File: src/rtl/wide_core.sv
// Two-word-instruction accumulator core with a request/ready memory port.
// Every memory access is one idle cycle followed by a request held until mem_ready.
module wide_core #(
    parameter int DATA_W    = 8,
    parameter int ADDR_W    = 8,
    parameter int REG_SEL_W = 2
) (
    input  logic                 clk,
    input  logic                 rst,
    input  logic                 mem_ready,
    input  logic [DATA_W-1:0]    mem_rdata,
    output logic                 mem_req,
    output logic                 we,
    output logic [ADDR_W-1:0]    addr,
    output logic [DATA_W-1:0]    mem_wdata,
    output logic                 halted,
    output logic                 carry,
    output logic [ADDR_W-1:0]    pc_out,
    input  logic [REG_SEL_W-1:0] dbg_sel,
    output logic [DATA_W-1:0]    dbg_val
);
    localparam int NREGS = 2 ** REG_SEL_W;

    typedef enum logic [1:0] {S_FETCH0, S_FETCH1, S_DATA, S_HALT} state_t;
    typedef enum logic [2:0] {
        OP_JMP = 3'd0, OP_LOD = 3'd1, OP_STR = 3'd2, OP_ADD = 3'd3,
        OP_SUB = 3'd4, OP_JZ  = 3'd5, OP_LDI = 3'd6, OP_HLT = 3'd7
    } op_t;

    state_t                 state_q, state_d;
    op_t                    op_q;
    logic [REG_SEL_W-1:0]   rsel_q;
    logic [ADDR_W-1:0]      pc_q, k_q, addr_q;
    logic                   mem_req_q, we_q, carry_q;
    logic [DATA_W-1:0]      wdata_q;
    logic [DATA_W-1:0]      regs_q [NREGS];

    logic                   access_done;
    logic                   issue;
    logic                   issue_we;
    logic [ADDR_W-1:0]      issue_addr;
    logic [ADDR_W-1:0]      k_in;
    logic [ADDR_W-1:0]      pc_d;
    logic [DATA_W-1:0]      r_val;
    logic [DATA_W:0]        add_res;
    logic [DATA_W:0]        sub_res;

    assign access_done = mem_req_q & mem_ready;
    assign r_val       = regs_q[rsel_q];
    assign k_in        = mem_rdata[ADDR_W-1:0];
    assign add_res     = {1'b0, r_val} + {1'b0, mem_rdata};
    assign sub_res     = {1'b0, r_val} - {1'b0, mem_rdata};

    // NOTE: every signal written here gets a default first, so no path leaves it unassigned and no latch is inferred.
    always_comb begin
        state_d    = state_q;
        issue      = 1'b0;
        issue_we   = 1'b0;
        issue_addr = '0;
        pc_d       = pc_q + ADDR_W'(2);
        if ((op_q == OP_JMP) || ((op_q == OP_JZ) && (r_val == '0))) begin
            pc_d = k_in;
        end

        if (state_q != S_HALT && !mem_req_q) begin
            issue = 1'b1;
        end

        unique case (state_q)
            S_FETCH0: begin
                issue_addr = pc_q;
                if (access_done) state_d = S_FETCH1;
            end
            S_FETCH1: begin
                issue_addr = pc_q + ADDR_W'(1);
                if (access_done) begin
                    unique case (op_q)
                        OP_LOD, OP_STR, OP_ADD, OP_SUB: state_d = S_DATA;
                        OP_HLT:                         state_d = S_HALT;
                        default:                        state_d = S_FETCH0;
                    endcase
                end
            end
            S_DATA: begin
                issue_addr = k_q;
                issue_we   = (op_q == OP_STR);
                if (access_done) state_d = S_FETCH0;
            end
            default: state_d = S_HALT;
        endcase
    end

    // NOTE: sequential state uses non-blocking assignment so every register samples pre-edge values.
    always_ff @(posedge clk or posedge rst) begin
        if (rst) state_q <= S_FETCH0;
        else     state_q <= state_d;
    end

    always_ff @(posedge clk or posedge rst) begin
        if (rst) begin
            op_q      <= OP_JMP;
            rsel_q    <= '0;
            pc_q      <= '0;
            k_q       <= '0;
            addr_q    <= '0;
            mem_req_q <= 1'b0;
            we_q      <= 1'b0;
            wdata_q   <= '0;
            carry_q   <= 1'b0;
            // NOTE: the register file is small and architecturally visible, so it is cleared on reset like any flop.
            for (int i = 0; i < NREGS; i++) regs_q[i] <= '0;
        end else begin
            if (issue) begin
                mem_req_q <= 1'b1;
                addr_q    <= issue_addr;
                we_q      <= issue_we;
                wdata_q   <= issue_we ? r_val : '0;
            end else if (access_done) begin
                mem_req_q <= 1'b0;
                we_q      <= 1'b0;
            end

            if (access_done) begin
                unique case (state_q)
                    S_FETCH0: begin
                        op_q   <= op_t'(mem_rdata[2:0]);
                        rsel_q <= mem_rdata[3 +: REG_SEL_W];
                    end
                    S_FETCH1: begin
                        k_q  <= k_in;
                        pc_q <= pc_d;
                        if (op_q == OP_LDI) regs_q[rsel_q] <= mem_rdata;
                    end
                    S_DATA: begin
                        unique case (op_q)
                            OP_LOD: regs_q[rsel_q] <= mem_rdata;
                            OP_ADD: begin
                                regs_q[rsel_q] <= add_res[DATA_W-1:0];
                                carry_q        <= add_res[DATA_W];
                            end
                            OP_SUB: begin
                                regs_q[rsel_q] <= sub_res[DATA_W-1:0];
                                carry_q        <= (r_val < mem_rdata);
                            end
                            default: ;
                        endcase
                    end
                    default: ;
                endcase
            end
        end
    end

    assign mem_req   = mem_req_q;
    assign we        = we_q;
    assign addr      = addr_q;
    assign mem_wdata = wdata_q;
    assign halted    = (state_q == S_HALT);
    assign carry     = carry_q;
    assign pc_out    = pc_q;
    assign dbg_val   = regs_q[dbg_sel];

endmodule

File: config.mk
export PLATFORM = sky130hd
export DESIGN_NAME = wide_core
export DESIGN_NICKNAME = d
export VERILOG_FILES = /design/src/rtl/wide_core.sv
export SDC_FILE = /design/constraint.sdc
export NUM_CORES = 1
export LEC_CHECK = 0
export ABC_AREA = 1
export CORE_ASPECT_RATIO = 0.7
export CORE_MARGIN = 3
export CORE_UTILIZATION = 40
export CTS_CLUSTER_SIZE = 40
export DETAILED_ROUTE_END_ITERATION = 16
export DONT_BUFFER_PORTS = 1
export PLACE_DENSITY_LB_ADDON = 0.2
export SYNTH_ARGS = -nofsm -noshare
export SYNTH_HDL_FRONTEND = slang
export SYNTH_SLANG_ARGS = --single-unit
File: constraint.sdc
create_clock -name clk -period 5 [get_ports clk]
set_clock_uncertainty 0.05 [all_clocks]
set_input_delay 0.75 -clock clk [delete_from_list [all_inputs] [get_ports clk]]
set_output_delay 0.75 -clock clk [all_outputs]
set_load 0.02 [all_outputs]
# Word-level counts from Yosys, hierarchy flattened
# Cells that the tools add are included.
# classes
n_addsub	4
n_mul	0
div	0
n_lt_le_gt_ge	4
n_eq_ne	16
shifts	0
muxes	28
bitwise_logic	3
reduce_logical	17
# ops
cell	n
$bwmux W32	3
$pmux W32 S3	1
$pmux W32 S2	1
$mux W8	7
$bmux W8 S2	2
$mux W32	1
$pmux W8 S3	1
$demux W8 S2	1
$eq A3 B3 Y1 const B	4
$ne A2 B2 Y1 const B	5
$add A8 B8 Y9	1
$add A8 B1 Y8 const B	1
$add A8 B2 Y8 const B	1
$logic_not A8 Y1	1
$lt A8 B8 Y1	1
$sub A8 B8 Y8	1
$eq A3 B2 Y1 const B	2
$ge A3 B3 Y1 const B	2
$mux W2	3
$not A2 Y3	2
$pmux W2 S3	1
$reduce_and A3 Y1	2
$reduce_bool A2 Y1	3
$mux W1	5
16 further kinds	20
# word_totals
register_bits	74
latchBits	0
ram_bits	0
romBits	0
in_bits	13
out_inout_bits	36
elab_cells	86
memories	0

# Depth between registers and ports, before layout
# Gate-level depths: netlist (run 1).
# depth
ltp_word	8
ltp_mapped	20
mapped_depth_nobuf	20

# Least setup slack after synthesis (run 1)
# Ideal clock, no wire load.
# synth_timing
path_kind	input-to-output
start	input dbg_sel[0]
end	output dbg_val[0]
arrival_time_ns	1.575
required_time_ns	4.200
path_slack_ns	2.625
cell_stages	4
path_buffers	1
path_cell_list	clkinv_1 > clkbuf_1 > a21oi_1 > a21oi_1
# synth_between
elab_chain_len	4
# synth_lines
item	line	text
start, declared	19	input logic [REG_SEL_W-1:0] dbg_sel,
$not A2 Y3 (implied by the code)	161	assign dbg_val = regs_q[dbg_sel];
$bmux W8 S2	161	
$mux W8 (implied by the code) (2 in series)	161	
end, declared	20	output logic [DATA_W-1:0] dbg_val
# No other way between the ends. The select of a mux whose other input is x is not followed.

# Worst setup path after layout (run 1)
# layout_timing
start	register rsel_q[1]
end	register regs_q[14] (netlist bit)
# layout_between
elab_chain_len	8
word_cells_on_any_way	17
classes_between	2 x add/sub; 2 x order compare; 11 x mux; 1 x bitwise; 1 x reduce/logical
# layout_lines
item	line	text
start, declared	32	logic [REG_SEL_W-1:0] rsel_q;
start signal, assigned	127	rsel_q <= mem_rdata[3 +: REG_SEL_W];
$not A2 Y3 (implied by the code) (*)	-	
$bmux W8 S2, or another cell as far along	49	assign r_val = regs_q[rsel_q];
$mux W8 (implied by the code) or $logic_and A1 B1 Y1 (tied branches)	-	
$mux W8 (on tied branches)	-	
$sub A8 B8 Y8, or another cell as far along	52	assign sub_res = {1'b0, r_val} - {1'b0, mem_rdata};
$bwmux W32 (on tied branches)	-	
$pmux W32 S3 or $mux W32 (tied branches)	135, 132	
$pmux W32 S2 (*)	124	unique case (state_q)
end signal, assigned by index	136	OP_LOD: regs_q[rsel_q] <= mem_rdata;
end signal, assigned by index	138	regs_q[rsel_q] <= add_res[DATA_W-1:0];
end signal, assigned by index	142	regs_q[rsel_q] <= sub_res[DATA_W-1:0];
end, declared	36	logic [DATA_W-1:0] regs_q [NREGS];
# Every way passes the cells marked *; elsewhere a longest branch is shown, timed or not. The select of a mux whose other input is x is not followed.
# A chain may end at the register's enable or synchronous reset.

==> out/metrics.cfg, run 1 <==
[logic_synthesis]
synth.top_cells.by_area = dfrtp_1 (36%), nand2_1 (14%), nand3_1 (7.9%)
synth_cell_types = 41
synthCells = 749
synth_warnings = 0
synth_seq_cells = 74
syn_nets = 788
synth_top_cell_by_area = dfrtp_1
synth_area_mm2 = 0.005160
seq_area_frac_synth_pct = 35.89
yosysTopAreaCellShare_pct = 35.89
syn_avg_cell_area_um2 = 6.889

[global_route]
overflow = 0
grt_pass1_wl_um = 26160
track_usage_pct = 23.49
antenna_found_initial = 0
grt_pass1_vias = 4602
grt_max_degree = 43

[finish]
drive_gt1_share_pct = 6.089
areaGrowthSynthToFinish_pct = 7.444
nNetsFinal = 773
fill_cells = 1313
diodes = 0
fin_cells = 901

[sta]
rsz0062_at_grt = no
fmax_mhz = 298.1
slew_violations = 0
finalHoldViolations = 0
worst_pin_slew_ns = 1.085
setup_violations = 0
relSlewSlack_pct = 27.41
finalCritPeriodShare_pct = 67.09
finalCriticalPeriod_ns = 3.354
tns_ns = 0

[route]
wirelength_um = 16530
wire_per_inst_um = 18.34
drtAntennaViolNets = 0
num_vias = 5053
vias_per_cell = 5.608
first_pass_iters = 5
drc_errors = 0
drt-initial-drc-count = 568

[critical_path]
cp_top_family = simple AND/OR/NAND/NOR gates
r2r_slack_ns = 1.65
cp-start-kind = register
cpMaxStageDelayCell = dfrtp_1
startpoint = rsel_q[1]$_DFFE_PP0P_
critPathMaxStageDelay_ns = 0.55
r2r_start = rsel_q[1]$_DFFE_PP0P_
critical_path.most_common_cell = nand2_1
crit_buf_inv = 2
crit_arrival_ns = 3.54
worst_setup_path_end_kind = register
crit_type = register to register
crit_path_max_fanout = 16
worstPathRequired_ns = 5.18
critical_path.cell_chain = nand2_2 > inv_2 > nand2_1 > nand2_1 > nor2_1 > inv_1 > ha_1 > o21ai_0 > nand3_1 > nand2_1 > nand2_1 > nand3_1 > nand4_1 > nand2_1 > nand2_1

[hold_path]
hold_class = input port to async pin

[place]
gp_congestion = 0.9486
io_buffers = 0
dp.cells = 885
dp_hpwl_um = 12400

[floorplanning]
start_util_pct = 41.26
core_area_mm2 = 0.01251
die_x_um = 141.8
die_area_mm2 = 0.01432
die_height_um = 101.0
io-pin-count = 49
rows = 34

[power_and_ir_drop]
peakVddDrop_uv = 158.0
power_density_mw_per_mm2 = 242.3
p_leak_nw = 2.747

[clocking]
cts_resized = 0
cts_hold_buf = 0
cts_htree_levels = 3
insertion_delay_ns = 0.35
numCtsBuffers = 9
cts_tree = yes
cts_setup_buffers = 0
clkSlewWorstSetupHoldPaths_ns = 0.06
clockRootBuffer = clkbuf_16
cts.path.max_buffers = 2
cts_sinks = 74

[outcome]
status = completed

[run]
drv_cap = 0

## Yosys cell counts (all sizes together)
library cell and n:
nand3 82, a22oi 5, o21a 1, a21oi 56
nand3b 1, nor3 3, nand2 200, o21ai 58
clkinv 1, clkbuf 15, o2111ai 1, a41oi 4
or2 1, fa 2, a22o 1, a31oi 8
o22ai 6, o31ai 1, o21bai 1, mux2 2
nor2 88, inv 76, ha 24, xnor2 2
buf 15, xor2 6, dfrtp 74, a221oi 2
nand4 10, nor4 1, o211ai 2
## layer usage
layer	GRT usage [%]	wire length, µm	up-vias
li1	-	-	2441
met1	37.52	8381	2412
met2	31.94	6718	187
met3	4.315	1233	13
met4	5.900	194	0
met5	0	0	-
## layout by cell type (no fill, tap or decap), types with 3 or more instances in the layout
cell type,instances
a21oi_1,54
o21ai_0,56
nand2_2,4
buf_4,4
o22ai_1,6
nand3_1,81
a41oi_1,4
ha_1,24
inv_1,69
dfrtp_1,74
nand4_1,10
a22oi_1,5
nor3_1,3
clkbuf_16,9
a31oi_1,8
clkinvlp_4,3
inv_2,7
xor2_1,6
nand2_1,195
nor2_2,8
nor2_1,80
## report_power, final
| part | switching, mW | total, mW | internal (mW) |
|---|---|---|---|
| registers | 0.00127 | 0.601 | 0.599 |
| logic | 0.0607 | 0.0810 | 0.0203 |
| clock network | 0.274 | 0.662 | 0.388 |
| total | 0.336 | 1.34 | 1.01 |
## layout make-up
type	instances	area, µm²	area share, %
clock buffer	10	229.0	4.130
clock inverter	6	66.31	1.196
inverter	77	289.0	5.213
multi-input combinational	568	2875	51.86
sequential	74	1852	33.40
tap	162	202.7	3.656
timing repair buffer	4	30.03	0.5416
## cells by family (layout without fill, tap and decap cells)
group,Yosys count,count (layout),share of synthesized area [%]
flip-flops,74,74,35.89
buffers and inverters,107,97,8.390
adder cells (fa/ha/maj),26,26,6.596
AO/OA/AOI/OAI,146,146,15.71
XOR/XNOR,8,8,1.358
multiplexers,2,2,0.4364
AND/OR/NAND/NOR,386,386,31.62
## sequential cells by signal (all words and copies together), names as in the netlist
signal	cells
we	1
pc_out	8
regs_q	32
addr	8
k_q	8
carry	1
state_q	2
op_q	3
rsel_q	2
mem_req	1
mem_wdata	8
## per-stage QoR
| stage | utilization [%] | worst slack [ns] | cell area (µm²) | hold slack (ns) | total power, mW |
|---|---|---|---|---|---|
| 6_report | 44.33 | 1.646 | 5544 | 0.4284 | 1.343 |
| 4_1_cts | 44.33 | 1.735 | 5544 | 0.4430 | 1.353 |
| 3_3_place_gp | 41.97 | 1.732 | 5249 | 0.4264 | 0.6912 |
| 3_5_place_dp | 41.97 | 1.764 | 5249 | 0.4290 | 0.6922 |
| 5_1_grt | 44.33 | 1.420 | 5544 | 0.4650 | 1.389 |
| 2_1_floorplan | - | 2.318 | 5160 | 0.3922 | 0.6729 |
## worst paths after layout
check / to / depth (start not counted)
max in group asynchronous: regs_q[23]$_DFFE_PP0P_ / 2
hold / removal: mem_wdata[1]$_DFFE_PP0P_ / 1
setup reg to reg: regs_q[14]$_DFFE_PP0P_ / 15
min in group clk: k_q[4]$_DFFE_PP0P_ / 2
setup / recovery: regs_q[14]$_DFFE_PP0P_ / 15
hold reg to reg: k_q[4]$_DFFE_PP0P_ / 2
No activity file was read; power rests on OpenSTA's default activity.
==> run 2: changes to the inputs <==
==> constraint.sdc (replaced) <==
create_clock -name clk -period 3.5 [get_ports clk]
set_clock_uncertainty 0.05 [all_clocks]
set_input_delay 0.525 -clock clk [delete_from_list [all_inputs] [get_ports clk]]
set_output_delay 0.525 -clock clk [all_outputs]
set_load 0.02 [all_outputs]
==> out/metrics.cfg, run 2 (synthesized netlist as in run 1, its figures left out) <==
[finish]
drive_gt1_share_pct = 7.477
stdcell_area_mm2 = 0.005632
fin_cells = 911
mostFrequentLayoutCell = nand2_1
nNetsFinal = 783
fill_cells = 1301
layout.cells.most_common_list = nand2_1 (195), nand3_1 (81), nor2_1 (79)
diodes = 0
fin_util_pct = 45.03
top_register = regs_q
largest_reg_flops = 32
areaGrowthSynthToFinish_pct = 9.142

[sta]
layout_setup_ws_ns = 0.2580
hold_ws_ns = 0.2579
rsz0062_at_grt = no
slew_violations = 0
relSlewSlack_pct = 26.58
setup_violations = 0
tns_ns = 0
worst_pin_slew_ns = 1.100
finalCritPeriodShare_pct = 92.63
fmax_mhz = 308.5
finalHoldViolations = 0
finalCriticalPeriod_ns = 3.242

[place]
gp_congestion = 1.012
dp.cells = 895
placed_area_mm2 = 0.005324
dp_hpwl_um = 12840
dp_worst_setup_slack_ns = 0.1870
io_buffers = 0

[floorplanning]
core_area_mm2 = 0.01251
die_x_um = 141.8
rows = 34
die_height_um = 101.0
start_util_pct = 41.26
io-pin-count = 49
die_area_mm2 = 0.01432

[route]
wl_met1_um = 8521
wl_met2_um = 6730
vias_per_cell = 5.686
met3_length_um = 1359
drc_errors = 0
drtAntennaViolNets = 0
wirelength_um = 16810
drt-initial-drc-count = 610
num_vias = 5180
wire_per_inst_um = 18.45
dr.max_layer_used = met4
first_pass_iters = 5

[critical_path]
crit_path_max_fanout = 16
cp_top_family = simple AND/OR/NAND/NOR gates
worst_setup_path_end_kind = register
crit_buf_inv = 1
reg2regPathDepth = 15
critPathMaxStageDelay_ns = 0.66
path_depth = 15
r2r_slack_ns = 0.26
worstPathRequired_ns = 3.71
cpMaxStageDelayCell = nor2_2
crit_type = register to register
crit_arrival_ns = 3.45
critical_path.cell_chain = nor2_2 > nand2_1 > nand2_1 > nor2_2 > inv_1 > ha_1 > a21oi_1 > nand2_1 > nand2_1 > nand3_1 > nand2_1 > nand2_1 > nand3_1 > nand2_1 > a21oi_1
r2r_end = regs_q[29]$_DFFE_PP0P_
critical_path.most_common_cell = nand2_1
r2r_start = rsel_q[1]$_DFFE_PP0P_
cp-start-kind = register

[hold_path]
hold_start = mem_ready
hold_class = input port to register
whs_endpoint = mem_req$_DFFE_PP0P_
holdPathStages = 1

[clocking]
cts_hold_buf = 0
cts_htree_levels = 3
clockRootBuffer = clkbuf_16
numCtsBuffers = 9
cts.path.max_buffers = 2
cts_tree = yes
cts_setup_buffers = 0
cts_sinks = 74
clkSlewWorstSetupHoldPaths_ns = 0.06
insertion_delay_ns = 0.34

[power_and_ir_drop]
peakVddDrop_uv = 212.3
power_density_mw_per_mm2 = 343.6
p_leak_nw = 2.808
power_mw = 1.935

[global_route]
track_usage_pct = 23.84
overflow = 0
grt_pass1_wl_um = 26640
grt_max_degree = 50
antenna_found_initial = 0
grt_pass1_vias = 4770

[outcome]
status = completed

[run]
drv_cap = 0

-- run 2: changes by cell type in the layout (fill, tap and decap cells not counted), sizes merged --
| cell | delta |
|---|---|
| buf | +10 |
| clkbuf | +1 |
| clkinvlp | -1 |
-- run 2: worst reg2reg max path: cells and delay by family, from the launching register on --
family,cells,cell delay [ns]
buf+inv,1,0.08
compound gates,2,0.36
flops,1,0.55
simple gates,11,1.78
fa+ha+maj,1,0.33
-- run 2: layout make-up --
cell class | instances | area [µm²] | share of cell area (%)
Multi-Input combinational cell | 568 | 2878 | 51.10
Sequential cell | 74 | 1852 | 32.88
Inverter | 77 | 289.0 | 5.132
Clock buffer | 11 | 242.7 | 4.310
Tap cell | 162 | 202.7 | 3.599
Timing Repair Buffer | 14 | 105.1 | 1.866
Clock inverter | 5 | 62.56 | 1.111
-- run 2: how the worst max path moves through the flow --
stage | start | endpoint | slack, ns
detailed placement | rsel_q[1]$_DFFE_PP0P_ | regs_q[14]$_DFFE_PP0P_ | 0.19
CTS | rsel_q[1]$_DFFE_PP0P_ | regs_q[14]$_DFFE_PP0P_ | 0.18
floorplan | rst | addr[0]$_DFFE_PP0P_ | 1.04
finish | rsel_q[1]$_DFFE_PP0P_ | regs_q[29]$_DFFE_PP0P_ | 0.26
global placement | rsel_q[1]$_DFFE_PP0P_ | regs_q[14]$_DFFE_PP0P_ | 0.22
global route | rsel_q[1]$_DFFE_PP0P_ | regs_q[14]$_DFFE_PP0P_ | 0.02
-- run 2: repair_timing --
item                       CTS  global route
resized for setup            0             2
setup endpoints to repair    0             9
hold endpoints to repair     0             0
-- run 2: power breakdown --
group          switching, mW  internal, mW  total [mW]  leakage (nW)
sequential           0.00184         0.856       0.858         0.960
clock                  0.384         0.576       0.960         0.142
combinational         0.0873        0.0298       0.117          1.71
total                  0.473          1.46        1.94          2.81
-- run 2: per-layer routing --
metal / vias to the layer above / global-route usage, %
li1: 2461 / -
met1: 2505 / 37.43
met2: 197 / 32.85
met3: 17 / 5.358
met4: 0 / 5.310
met5: - / 0
==> run 3: changes to the inputs <==
--- a/config.mk
+++ b/config.mk
@@ -12,6 +12,7 @@
 export CTS_CLUSTER_SIZE = 40
 export DETAILED_ROUTE_END_ITERATION = 16
 export DONT_BUFFER_PORTS = 1
+export GPL_ROUTABILITY_DRIVEN = 0
 export PLACE_DENSITY_LB_ADDON = 0.2
 export SYNTH_ARGS = -nofsm -noshare
 export SYNTH_HDL_FRONTEND = slang
==> out/metrics.cfg, run 3 (synthesized netlist as in run 1, its figures left out) <==
[clocking]
cts_tree = yes
cts_hold_buf = 0
cts_sinks = 74
insertion_delay_ns = 0.34
cts_setup_buffers = 0
cts.path.max_buffers = 2
clockRootBuffer = clkbuf_16
numCtsBuffers = 9
clkSlewWorstSetupHoldPaths_ns = 0.06
cts_htree_levels = 3

[route]
vias_per_cell = 5.655
wl_met2_um = 6604
met3_length_um = 1384
drc_errors = 0
wire_per_inst_um = 17.79
wirelength_um = 16230
dr.max_layer_used = met4
num_vias = 5157
first_pass_iters = 5
drtAntennaViolNets = 0
wl_met1_um = 8151
drt-initial-drc-count = 742

[power_and_ir_drop]
power_density_mw_per_mm2 = 346.7
p_leak_nw = 2.820
power_switching_mw = 0.5053
pwr-share-comb_pct = 5.9
clock_power_share_pct = 50.2
peakVddDrop_uv = 293.4
p_seq_share_pct = 43.8
p_sw_share_pct = 25.81
power.internal_mw = 1.452

[finish]
drive_gt1_share_pct = 7.600
layout.cells.most_common_list = nand2_1 (195), nand3_1 (81), nor2_1 (80)
areaGrowthSynthToFinish_pct = 9.408
largest_reg_flops = 32
fill_cells = 1280
diodes = 0
mostFrequentLayoutCell = nand2_1
top_register = regs_q
nNetsFinal = 784
fin_util_pct = 45.14

[sta]
setup_violations = 0
tns_ns = 0
finalHoldViolations = 0
relSlewSlack_pct = 27.40
finalCriticalPeriod_ns = 3.222
worst_pin_slew_ns = 1.087
slew_violations = 0
rsz0062_at_grt = no
finalCritPeriodShare_pct = 92.06
layout_setup_ws_ns = 0.2778
fmax_mhz = 310.3

[critical_path]
worst_setup_path_end_kind = register
crit_path_max_fanout = 16
worstPathRequired_ns = 3.68
crit_type = register to register
cpMaxStageDelayCell = dfrtp_1
cp-start-kind = register
critical_path.most_common_cell = nand2_1
crit_arrival_ns = 3.40
critPathMaxStageDelay_ns = 0.57
critical_path.cell_chain = nand2_2 > inv_2 > nand2_1 > nand2_1 > nor2_1 > inv_1 > ha_1 > a21oi_1 > nand2_1 > nand2_1 > nand2_1 > nand2_1 > nand2_1 > nand2_1 > nand3_1 > nand2_1 > a21oi_1

[floorplanning]
io-pin-count = 49
die_area_mm2 = 0.01432
core_area_mm2 = 0.01251
die_x_um = 141.8
start_util_pct = 41.26
rows = 34
die_height_um = 101.0

[place]
dp_hpwl_um = 12320
io_buffers = 0
dp_worst_setup_slack_ns = 0.2711

[global_route]
overflow = 0
grt_pass1_vias = 4783
track_usage_pct = 23.32
grt_max_degree = 49
antenna_found_initial = 0
grt_pass1_wl_um = 26420

[hold_path]
hold_class = input port to register

[run]
drv_cap = 0

[outcome]
status = completed

==> run 3: worst paths after layout <==
| kind | startpoint | slack (ns) | cells past startpoint | end |
|---|---|---|---|---|
| max | rsel_q[0]$_DFFE_PP0P_ | 0.28 | 17 | regs_q[21]$_DFFE_PP0P_ |
| min | mem_ready | 0.24 | 1 | mem_req$_DFFE_PP0P_ |
| max reg2reg | rsel_q[0]$_DFFE_PP0P_ | 0.28 | 17 | regs_q[21]$_DFFE_PP0P_ |
| min reg2reg | k_q[6]$_DFFE_PP0P_ | 0.44 | 2 | k_q[6]$_DFFE_PP0P_ |
| max in group asynchronous | rst | 2.25 | 2 | k_q[6]$_DFFE_PP0P_ |
| min in group asynchronous | rst | 0.28 | 1 | mem_wdata[1]$_DFFE_PP0P_ |
==> run 3: power by group through the flow <==
stage | clock network (mW) | registers, mW | logic (mW)
6_report | 0.983 | 0.858 | 0.116
4_1_cts | 0.992 | 0.858 | 0.116
5_1_grt | 1.03 | 0.857 | 0.132
3_5_place_dp | 0 | 0.874 | 0.116
3_3_place_gp | 0 | 0.874 | 0.113
2_1_floorplan | 0 | 0.874 | 0.0876
==> run 3: what timing repair did <==
action,in CTS,in global routing
endpoints found under the setup margin,0,11
endpoints found under the hold margin,0,0
resized for setup,0,2
==> run 3: per-stage QoR <==
stage | hold slack [ns] | cells | instance area (µm²) | total power [mW]
global route | 0.2668 | 912 | 5645 | 2.015
detailed placement | 0.4271 | 896 | 5331 | 0.9895
global placement | 0.4206 | 896 | 5331 | 0.9865
floorplan | 0.3922 | 749 | 5160 | 0.9613
CTS | 0.2300 | 912 | 5640 | 1.965
finish | 0.2386 | 912 | 5645 | 1.957
==> run 3: final cells by class <==
class	instances	area (µm²)	area share, %
repair buffers	15	112.6	1.995
multi-input cells	568	2880	51.02
flip-flops and latches	74	1852	32.80
inverters	77	289.0	5.120
clock buffers	9	225.2	3.989
clock inverters	7	83.83	1.485
well taps	162	202.7	3.590
==> run 3: routing by layer <==
metal | track usage, % | up-vias
met1 | 36.35 | 2451
met4 | 5.015 | 0
met2 | 32.56 | 235
met3 | 5.168 | 8
met5 | 0 | -
li1 | - | 2463
==> run 3: critical path, delay by kind of cell (launching register included) <==
family          cells  cell delay, ns
compound gates      2            0.27
fa+ha+maj           1            0.41
flops               1            0.57
buf+inv             2            0.32
simple gates       12            1.50
